$ cat config.mk
export PLATFORM = sky130hd
export DESIGN_NAME = ring_stop_flat
export DESIGN_NICKNAME = d
export VERILOG_FILES = /design/src/rtl/ring_stop_if.sv /design/src/rtl/ring_stop.sv /design/src/flat_wrapper.sv
export SDC_FILE = /design/constraint.sdc
export NUM_CORES = 1
export LEC_CHECK = 0
export ABC_AREA = 1
export CORE_MARGIN = 2
export CORE_UTILIZATION = 30
export DETAILED_ROUTE_END_ITERATION = 12
export GPL_ROUTABILITY_DRIVEN = 0
export PLACE_DENSITY = 0.56
export SYNTH_ARGS = -nofsm -noshare
export SYNTH_HDL_FRONTEND = slang
export SYNTH_SLANG_ARGS = --single-unit
$ cat constraint.sdc
create_clock -name clock -period 1.9 [get_ports clock]
set_clock_uncertainty 0.15 [all_clocks]
set_input_delay 0.19 -clock clock [delete_from_list [all_inputs] [get_ports clock]]
set_output_delay 0.19 -clock clock [all_outputs]
set_load 0.01 [all_outputs]
$ cat src/rtl/ring_stop_if.sv
// FIFO-side bundle for the ring stop: one instance carries a put (write) port,
// another a get (read) port. Packets are the 70-bit ring slot layout.
interface ring_stop_if;
  logic [69:0] data;
  logic        wrreq;
  logic        full;
  logic [69:0] q;
  logic        rdreq;
  logic        empty;

  // Ring-stop side
  modport put_io (output data, output wrreq, input full);
  modport get_io (input q, output rdreq, input empty);

  // FIFO side
  modport put_fifo (input data, input wrreq, output full);
  modport get_fifo (output q, input rdreq, output empty);
endinterface

$ cat src/rtl/ring_stop.sv
// Ring-side endpoint of one node: consumes unicasts for this node, copies foreign
// broadcasts, retires its own broadcasts and injects staged outbound packets into free slots.
module ring_stop #(
  parameter logic [3:0]  NODE_ID     = 4'd0,
  parameter int unsigned COUNT_WIDTH = 16
) (
  input  logic                   clock,
  input  logic                   reset,
  input  logic [69:0]            ring_in,
  output logic [69:0]            ring_out,
  ring_stop_if.put_io            inbound_fifo,
  ring_stop_if.get_io            outbound_fifo,
  output logic [COUNT_WIDTH-1:0] consume_stall_count,
  output logic [COUNT_WIDTH-1:0] bcast_miss_count,
  output logic [COUNT_WIDTH-1:0] inject_count
);

  // Slot layout, MSB first; destination node is address[31:28].
  typedef struct packed {
    logic        valid;
    logic        broadcast;
    logic [3:0]  src;
    logic [31:0] address;
    logic [31:0] data;
  } ring_packet_t;

  localparam logic [1:0] IDLE  = 2'd0;
  localparam logic [1:0] FETCH = 2'd1;
  localparam logic [1:0] HOLD  = 2'd2;

  ring_packet_t pkt_in;
  ring_packet_t stage_q;
  logic [1:0]   state_q, state_d;
  logic         is_consume, is_bcast_other, is_bcast_home;
  logic         slot_free, stage_valid, inject;
  logic         rd_req;

  assign pkt_in = ring_in;

  always_comb begin
    is_consume     = pkt_in.valid && !pkt_in.broadcast && (pkt_in.address[31:28] == NODE_ID);
    is_bcast_other = pkt_in.valid && pkt_in.broadcast && (pkt_in.src != NODE_ID);
    is_bcast_home  = pkt_in.valid && pkt_in.broadcast && (pkt_in.src == NODE_ID);
    // A consumed unicast or a returning home broadcast leaves the slot empty.
    slot_free      = !pkt_in.valid || (is_consume && !inbound_fifo.full) || is_bcast_home;
    stage_valid    = (state_q == HOLD);
    inject         = slot_free && stage_valid;
  end

  always_comb begin
    state_d = state_q;
    rd_req  = 1'b0;
    case (state_q)
      IDLE: begin
        if (!outbound_fifo.empty) begin
          rd_req  = 1'b1;
          state_d = FETCH;
        end
      end
      FETCH: state_d = HOLD;
      HOLD: begin
        if (inject) begin
          if (!outbound_fifo.empty) begin
            rd_req  = 1'b1;
            state_d = FETCH;
          end else begin
            state_d = IDLE;
          end
        end
      end
      default: state_d = IDLE;
    endcase
  end

  // Strobes are held low for the whole reset assertion, not just after the edge.
  assign inbound_fifo.wrreq  = reset && (is_consume || is_bcast_other) && !inbound_fifo.full;
  assign inbound_fifo.data   = pkt_in;
  assign outbound_fifo.rdreq = reset && rd_req;

  always_ff @(posedge clock or negedge reset) begin
    if (!reset) begin
      state_q             <= IDLE;
      stage_q             <= '0;
      ring_out            <= '0;
      consume_stall_count <= '0;
      bcast_miss_count    <= '0;
      inject_count        <= '0;
    end else begin
      state_q <= state_d;
      if (state_q == FETCH) begin
        stage_q <= outbound_fifo.q;
      end
      if (!slot_free) begin
        ring_out <= pkt_in;
      end else if (inject) begin
        ring_out <= stage_q;
      end else begin
        ring_out <= '0;
      end
      if (inject) begin
        inject_count <= inject_count + COUNT_WIDTH'(1);
      end
      if (is_consume && inbound_fifo.full && (consume_stall_count != '1)) begin
        consume_stall_count <= consume_stall_count + COUNT_WIDTH'(1);
      end
      if (is_bcast_other && inbound_fifo.full && (bcast_miss_count != '1)) begin
        bcast_miss_count <= bcast_miss_count + COUNT_WIDTH'(1);
      end
    end
  end

endmodule

$ cat src/flat_wrapper.sv
// flat-port wrapper written by rule: the top's interface ports become plain ports
module ring_stop_flat 
#(
  parameter logic [3:0]  NODE_ID     = 4'd0,
  parameter int unsigned COUNT_WIDTH = 16
)
  (clock, reset, ring_in, ring_out, consume_stall_count, bcast_miss_count, inject_count, inbound_fifo_data, inbound_fifo_wrreq, inbound_fifo_full, outbound_fifo_q, outbound_fifo_rdreq, outbound_fifo_empty);
  ring_stop_if inbound_fifo_i ();
  ring_stop_if outbound_fifo_i ();
  input  logic clock;
  input  logic reset;
  input  logic [69:0] ring_in;
  output logic [69:0] ring_out;
  output logic [COUNT_WIDTH-1:0] consume_stall_count;
  output logic [COUNT_WIDTH-1:0] bcast_miss_count;
  output logic [COUNT_WIDTH-1:0] inject_count;
  output wire logic [$bits(inbound_fifo_i.data)-1:0] inbound_fifo_data;
  output wire logic [$bits(inbound_fifo_i.wrreq)-1:0] inbound_fifo_wrreq;
  input wire logic [$bits(inbound_fifo_i.full)-1:0] inbound_fifo_full;
  input wire logic [$bits(outbound_fifo_i.q)-1:0] outbound_fifo_q;
  output wire logic [$bits(outbound_fifo_i.rdreq)-1:0] outbound_fifo_rdreq;
  input wire logic [$bits(outbound_fifo_i.empty)-1:0] outbound_fifo_empty;
  assign inbound_fifo_data = inbound_fifo_i.data;
  assign inbound_fifo_wrreq = inbound_fifo_i.wrreq;
  assign inbound_fifo_i.full = inbound_fifo_full;
  assign outbound_fifo_i.q = outbound_fifo_q;
  assign outbound_fifo_rdreq = outbound_fifo_i.rdreq;
  assign outbound_fifo_i.empty = outbound_fifo_empty;
  ring_stop #(.NODE_ID(NODE_ID), .COUNT_WIDTH(COUNT_WIDTH)) u_core (.clock(clock), .reset(reset), .ring_in(ring_in), .ring_out(ring_out), .inbound_fifo(inbound_fifo_i), .outbound_fifo(outbound_fifo_i), .consume_stall_count(consume_stall_count), .bcast_miss_count(bcast_miss_count), .inject_count(inject_count));
endmodule
Word level (Yosys, flattened, before mapping)

Cells that the tools add are included.
Widths: inputs -> output; s select.

RAM bits: 0
Bits of input ports: 144
Bits in latches: 0
Memories kept: 0
ROM bits: 0
Output and inout bits: 190
Flip-flop bits (word level): 190
Logic and storage cells: 53

Bitwise operators: 0
Shift-type cells: 0
Div/mod/pow operators: 0
Magnitude comparators: 0
$add $sub $neg: 3
Muxes and demuxes: 9
Reductions and logical operators: 25
Multiply operators: 0
Eq/ne operators: 6

Operators with widths:

| cell                  | number |
|---|---|
| $mux 70               | 2 |
| $add 16x1->16 const B | 3 |
| $ne 16x16->1 const B  | 2 |
| $logic_and 1x1->1     | 14 |
| $logic_not 4->1       | 2 |
| $pmux 2 s3            | 1 |
| $mux 2                | 2 |
| $ne 2x2->1 const B    | 2 |
| $reduce_bool 4->1     | 1 |
| $logic_not 1->1       | 3 |
| $logic_or 1x1->1      | 3 |
| $mux 1                | 3 |
| $eq 2x1->1 const B    | 1 |
| $eq 2x2->1 const B    | 1 |
| $logic_not 2->1       | 1 |
| $pmux 1 s2            | 1 |
| $reduce_and 2->1      | 1 |

Depth between registers and ports, before layout

Gate-level depths: netlist of run 1.

Depth after elaboration: 10
Mapped depth: 10
Gate-level depth less buffers: 9

Worst setup path before layout of run 1

No wires, ideal clock.

Path type: reg2reg
Start: reg u_core.bcast_miss_count[0]
End: reg u_core.bcast_miss_count[3]
Library setup time: 126 ps
Path buffers: 1
Slack: 99 ps
Stages on the path, launching flop included: 9
Data arrival time: 1524 ps
Data required time: 1624 ps
Clock period less this slack: 1801 ps
Path through: dfrtp_1 -> ha_1 -> inv_1 -> nor2_2 -> nand2_1 -> nor2_1 -> nor2_1 -> buf_2 -> o21ai_0

Cells in the longest elaborated chain, start to end: 2
Elaborated cells between the ends (all ways): 3
Classes of those cells: add/sub (1); eq/ne (1); reduce/logical (1)

RTL lines:

| item                                                  | RTL line         | text |
|---|---|---|
| start, declared                                       | ring_stop.sv:14  | `output logic [COUNT_WIDTH-1:0] bcast_miss_count,` |
| start signal, assigned                                | ring_stop.sv:107 | `bcast_miss_count <= bcast_miss_count + COUNT_WIDTH'(1);` |
| branches (longest 2 deep; another with $add 16x1->16) | --               |  |

Parallel ways; which one is timed is not known.
A chain may end at the register's enable or synchronous reset.

Worst setup path after layout of run 1

Start: in ring_in[69]
End: out outbound_fifo_rdreq

Cells in the longest elaborated chain, start to end: 9
Elaborated cells between the ends (all ways): 12
Classes of those cells: mux (2); reduce/logical (10)

RTL lines:

| item                           | RTL line           | text |
|---|---|---|
| start, declared                | flat_wrapper.sv:12 | `input logic [69:0] ring_in;` |
| $logic_and 1x1->1 (2 in a row) | ring_stop.sv:41    | `is_consume = pkt_in.valid && !pkt_in.broadcast && (pkt_in.address[31:28] == NODE_ID);` |
| $logic_and 1x1->1              | ring_stop.sv:45    | `slot_free = !pkt_in.valid \|\| (is_consume && !inbound_fifo.full) \|\| is_bcast_home;` |
| $logic_or 1x1->1               | ring_stop.sv:45    |  |
| $logic_or 1x1->1 *             | ring_stop.sv:45    |  |
| $logic_and 1x1->1 *            | ring_stop.sv:47    | `inject = slot_free && stage_valid;` |
| $mux 1 *                       | ring_stop.sv:62    | `if (inject) begin` |
| $pmux 1 s2 *                   | ring_stop.sv:53    | `case (state_q)` |
| $logic_and 1x1->1 *            | ring_stop.sv:78    | `assign outbound_fifo.rdreq = reset && rd_req;` |
| end, declared                  | flat_wrapper.sv:21 | `output wire logic [$bits(outbound_fifo_i.rdreq)-1:0] outbound_fifo_rdreq;` |

Every way passes the cells marked *; elsewhere a longest branch is shown, timed or not.

==> impl_metrics.csv, run 1 <==
group,metric,value,unit
run_status,status,"finished, violations left",
synth,synthDistinctLibCells,22,
worst_hold_path,hp-class,"primary input to register",
power,p_leak,0.00594,µW
die,start_util,0.305,
die,io_pins,334,
cells_and_area,area_delta_synth_final,49.2,%
setup_path,critical_path_arrival,1490,ps
clocking,clock-root-buffer,"clkbuf_16",
worst_hold_path,hp-start,"ring_in[66]",
timing,max_clock_freq,547,MHz
cells_and_area,num-nets-final,1422,
flow_run,maxCapViolations,0,
power,total_power,12800,µW
grt,gr-usage-all-layers,0.169,
setup_path,r2r_slack,160,ps
die,die_w,175,µm
timing,setup_viol,0,
cells_and_area,final-instance-count-excl-fill,1675,
power,p_per_area,982,nW/µm²
grt,antenna_found_initial,4,
setup_path,timing.rr.start,"u_core.bcast_miss_count[0]",
placement,dp.cells,1635,
clocking,clkLatencyLatePin,430,ps
setup_path,crit_required,1560,ps
synth,yosysSeqAreaShare,0.542,
grt,grt_pass1_vias,7353,
setup_path,end_kind,"output port",
clocking,cts_tree,"yes",
die,fp.dieArea,30600,µm²
die,core_area,28700,µm²
worst_hold_path,hold_depth,4,
synth,syn_inst,971,
clocking,numCtsBuffers,17,
grt,grt_pass1_wl,40200,µm
power,irDropWorstVdd,0.000523,V
detailed_routing,vias,7336,
synth,yosysWarningCount,0,
timing,min_period,1830,ps
clocking,clk_pin_slew,70,ps
worst_hold_path,hold_path_end,"u_core.ring_out[66]",
synth,synth_fp_nets,1118,
clocking,cts_max_path_buffers,2,
clocking,cts_max_level,4,
cells_and_area,final_common_cell,"nand2_1",
timing,hold_viol_final,1,
run_status,violations,"hold timing",
detailed_routing,wl_per_cell,15.2,µm
timing,grt_setup_unrepaired,"yes",
setup_path,reg2reg_depth,9,
setup_path,timing.rr.end,"u_core.bcast_miss_count[0]",
grt,grt_overflow,0,
timing,worst_pin_slew,591,ps
placement,dp_slack,-428,ps
timing,finalWorstSetupSlack,71.0,ps
synth,syn_avg_cell_area,9.03,µm²
cells_and_area,drive_gt1_frac,0.132,
synth,ys_ff_latch,190,
die,die_y,175,µm
timing,slew_violations,0,
timing,relSlewSlack,0.606,
cells_and_area,layout_common_cells,"nand2_1 (412), clkdlybuf4s50_1 (328), dfrtp_1 (187)",
clocking,cts.sinks,190,
placement,port_buffers,333,
detailed_routing,dr.pass1.iters,4,
synth,syn-cell-area,8770,µm²
die,row_count,62,
setup_path,start_kind,"primary input",
detailed_routing,wirelength,25400,µm
detailed_routing,ant_nets,0,
detailed_routing,route.detailed.drc,0,
setup_path,path_max_fanout,4,
detailed_routing,dr.first_iter.drc_count,333,
timing,whs,-11.6,ps
placement,hpwl,18800,µm
grt,grt_max_degree,97,
timing,period_share,0.963,
setup_path,path_class,"primary input to output port",
detailed_routing,via_per_inst,4.38,
-- worst max-delay path, cell delays in order --
cell             delay (ps)
clkdlybuf4s50_1         500
inv_2                    50
nor2_4                  140
inv_1                    70
nand2_2                  90
nand2_4                  70
o21ai_2                 150
inv_1                    60
buf_4                   160
-- logic make-up after synthesis --
logic type      synth area share
mux                       0.0899
simple gates               0.229
buf+inv                   0.0965
flops                      0.542
fa+ha+maj                0.00428
compound gates            0.0161
xor+xnor                  0.0220
-- flip-flops by register name, summed over array words and instances (netlist names) --
register and cells:
u_core.stage_q 70, u_core.bcast_miss_count 16, u_core.ring_out 70, u_core.state_q 2
u_core.consume_stall_count 16, u_core.inject_count 16
-- stage by stage --
stage          cell area, µm²  hold slack [ps]   util  setup TNS (ps)
2_1_floorplan            8770             -256      -               0
3_3_place_gp            12400              167  0.432          -18220
3_5_place_dp            12400              190  0.432          -19840
4_1_cts                 13000              155  0.454               0
5_1_grt                 13100             3.02  0.456           -16.1
6_report                13100            -11.6  0.456               0
-- cell usage after synthesis (all sizes together) --
master	n	share of area
mux2	70	0.090
xnor2	7	0.0070
nand3	21	0.012
xor2	15	0.015
nand4	15	0.011
ha	3	0.0043
inv	48	0.021
a21oi	1	0.0010
buf	92	0.074
a211oi	1	0.00086
clkbuf	5	0.0021
nand2	417	0.18
o21ai	25	0.014
dfrtp	190	0.54
nor2	60	0.027
nor3	1	0.00057
-- layout make-up --
| type | instances | area [µm²] |
|---|---|---|
| Clock inverter | 14 | 153 |
| Clock buffer | 18 | 429 |
| Sequential cell | 190 | 4760 |
| Antenna cell | 3 | 7.51 |
| Fill cell | 2813 | 15600 |
| Multi-Input combinational cell | 636 | 3220 |
| Inverter | 48 | 180 |
| Timing Repair Buffer | 382 | 3850 |
| Tap cell | 384 | 480 |
-- routing by layer --
metal  vias to the layer above  share of wire  track usage
met3                        25          0.077       0.0587
li1                       3590              -            -
met5                         -        0.00051            0
met2                       237           0.48        0.268
met1                      3482           0.43        0.218
met4                         2          0.015       0.0490
-- what timing repair did --
item,4_1_cts,5_1_grt
pin swaps,2,4
hold buffers,2,0
endpoints found under the setup margin,2,12
endpoints found under the hold margin,191,0
buffers inserted,2,1
resized for setup,13,9
-- power by group --
part / total (µW) / leakage (µW) / switching [µW] / internal, µW
registers: 5770 / 0.00233 / 617 / 5150
logic: 3510 / 0.00333 / 1460 / 2050
clock network: 3570 / 0.000281 / 1800 / 1760
total: 12800 / 0.00594 / 3880 / 8960
-- how the worst max path moves through the flow --
| stage | slack (ps) | to | start | depth (start not counted) |
|---|---|---|---|---|
| after floorplan | 100 | u_core.bcast_miss_count[3] | u_core.bcast_miss_count[0] | 8 |
| after global placement | -370 | inbound_fifo_wrreq | ring_in[67] | 7 |
| after detailed placement | -430 | inbound_fifo_wrreq | ring_in[67] | 7 |
| after CTS | 10 | outbound_fifo_rdreq | ring_in[69] | 8 |
| after global routing | -20 | outbound_fifo_rdreq | ring_in[69] | 9 |
| final | 70 | outbound_fifo_rdreq | ring_in[69] | 9 |
Note: power is estimated with default switching activity, not from simulation.
==> run 2, diff against run 1 <==
--- a/config.mk
+++ b/config.mk
@@ -10,6 +10,7 @@
 export CORE_UTILIZATION = 30
 export DETAILED_ROUTE_END_ITERATION = 12
 export GPL_ROUTABILITY_DRIVEN = 0
+export GPL_TIMING_DRIVEN = 0
 export PLACE_DENSITY = 0.56
 export SYNTH_ARGS = -nofsm -noshare
 export SYNTH_HDL_FRONTEND = slang
==> constraint.sdc (replaced) <==
create_clock -name clock -period 1.9 [get_ports clock]
set_clock_uncertainty 0.15 [all_clocks]
set_input_delay 0.19 -clock clock [delete_from_list [all_inputs] [get_ports clock]]
set_output_delay 0.19 -clock clock [all_outputs]
set_load 0.02 [all_outputs]
==> impl_metrics.csv, run 2 (synthesized netlist as in run 1, its figures left out) <==
group,metric,value,unit
worst_hold_path,hold_path_end,"u_core.ring_out[67]",
cells_and_area,nFillCells,2739,
timing,min_period,1890,ps
cells_and_area,top_regs,"u_core.ring_out: 70 flops, u_core.stage_q: 70 flops",
clocking,clk_pin_slew,70,ps
detailed_routing,route.detailed.drc,0,
flow_run,maxCapViolations,0,
detailed_routing,ant_nets,0,
placement,dp_slack,-1000,ps
clocking,numCtsBuffers,17,
die,fp.dieArea,30600,µm²
power,pwr-share-comb,0.294,
placement,dp.cells,1689,
setup_path,r2r_slack,90,ps
detailed_routing,dr.first_iter.drc_count,439,
timing,setup_viol,0,
die,die_w,175,µm
timing,hold_viol_final,0,
placement,port_buffers,333,
detailed_routing,dr.pass1.iters,4,
placement,placed_area,12600,µm²
setup_path,critical_path_arrival,1550,ps
setup_path,crit_required,1560,ps
grt,grt_max_degree,50,
grt,grt_pass1_wl,42600,µm
detailed_routing,wirelength,27600,µm
die,io_pins,334,
setup_path,path_max_fanout,4,
clocking,cts_max_level,4,
placement,hpwl,20100,µm
worst_hold_path,hp-class,"primary input to register",
die,die_y,175,µm
setup_path,path_class,"primary input to output port",
timing,finalWorstSetupSlack,9.83,ps
cells_and_area,num-nets-final,1490,
clocking,cts_max_path_buffers,2,
worst_hold_path,hold_depth,3,
cells_and_area,finalInstanceArea,13600,µm²
die,core_area,28700,µm²
power,switchingPower,4270,µW
power,irDropWorstVdd,0.000579,V
power,power.internal,8980,µW
cells_and_area,register_area,4760,µm²
worst_hold_path,hp-start,"ring_in[67]",
clocking,clkLatencyLatePin,430,ps
timing,period_share,0.995,
setup_path,timing.rr.start,"u_core.consume_stall_count[0]",
setup_path,timing.rr.end,"u_core.consume_stall_count[12]",
grt,grt_pass1_vias,7565,
detailed_routing,via_per_inst,4.33,
detailed_routing,wl_per_cell,15.9,µm
clocking,clock-root-buffer,"clkbuf_16",
power,seqPwrFrac,0.436,
setup_path,end_kind,"output port",
timing,slew_violations,0,
power,swShare,0.322,
setup_path,reg2reg_depth,9,
timing,grt_setup_unrepaired,"yes",
cells_and_area,diodes,0,
die,start_util,0.305,
power,pwr-share-clk,0.270,
cells_and_area,multiInputGateArea,3240,µm²
cells_and_area,drive_gt1_frac,0.175,
cells_and_area,layout_common_cells,"nand2_1 (414), clkdlybuf4s50_1 (299), dfrtp_1 (187)",
timing,max_clock_freq,529,MHz
clocking,cts.sinks,190,
timing,relSlewSlack,0.656,
detailed_routing,vias,7532,
grt,gr-usage-all-layers,0.181,
setup_path,start_kind,"primary input",
grt,antenna_found_initial,0,
grt,grt_overflow,0,
run_status,status,"finished, final reports clean",
cells_and_area,area_delta_synth_final,55.2,%
cells_and_area,final_common_cell,"nand2_1",
die,row_count,62,
clocking,cts_tree,"yes",
cells_and_area,final-instance-count-excl-fill,1739,
power,p_leak,0.00654,µW
power,p_per_area,973,nW/µm²
timing,worst_pin_slew,517,ps
-- run 2: worst max path at each step --
stage                          startpoint                    endpoint  slack [ps]  cells past startpoint
2_1_floorplan  u_core.bcast_miss_count[0]  u_core.bcast_miss_count[3]          40                      8
3_3_place_gp                        reset          inbound_fifo_wrreq       -8430                      4
3_5_place_dp                        reset         outbound_fifo_rdreq       -1000                      7
4_1_cts                       ring_in[62]         outbound_fifo_rdreq        -110                      7
5_1_grt                       ring_in[60]         outbound_fifo_rdreq         -80                      7
6_report                      ring_in[62]         outbound_fifo_rdreq          10                      7
-- run 2: worst max-delay path, stage by stage --
cell,delay (ps)
clkdlybuf4s50_1,500
nor2_2,190
nand4_1,170
nand2_2,160
o21ai_1,90
inv_1,60
buf_2,190
-- run 2: layout make-up --
class / instances / area share
tap: 384 / 0.0353
inverter: 48 / 0.0132
clock buffer: 17 / 0.0313
sequential: 190 / 0.350
clock inverter: 14 / 0.0110
buffer: 97 / 0.0493
timing repair buffer: 353 / 0.272
multi-input combinational: 636 / 0.238
-- run 2: power by group through the flow --
stage	clock network (µW)	logic, µW	registers (µW)
floorplan	0	1690	6150
global placement	0	3740	5850
detailed placement	0	3800	5860
CTS	3700	3920	5770
global route	3860	4250	5930
finish	3580	3890	5770
-- run 2: metrics by stage --
stage	TNS (ps)	util	power [µW]	hold WS [ps]
floorplan	0	-	7840	-256
global placement	-1602790	0.438	9590	295
detailed placement	-63660	0.439	9660	122
CTS	-114	0.467	13400	-428
global route	-76.0	0.474	14000	72.7
finish	0	0.474	13200	50.1
-- run 2: timing repair --
item                                    CTS  global route
cloned                                    2             1
setup buffers                             6             2
gates resized for setup                  40            30
hold endpoints to repair                190            95
pin swaps                                 4             4
hold buffers                              3             5
endpoints found under the setup margin  121           126
-- run 2: routing by layer --
metal  GRT usage  vias up  share of wire
li1            -     3721              -
met1       0.229     3548           0.43
met2       0.303      245           0.48
met3      0.0596       18          0.078
met4      0.0396        0          0.011
met5           0        -              0
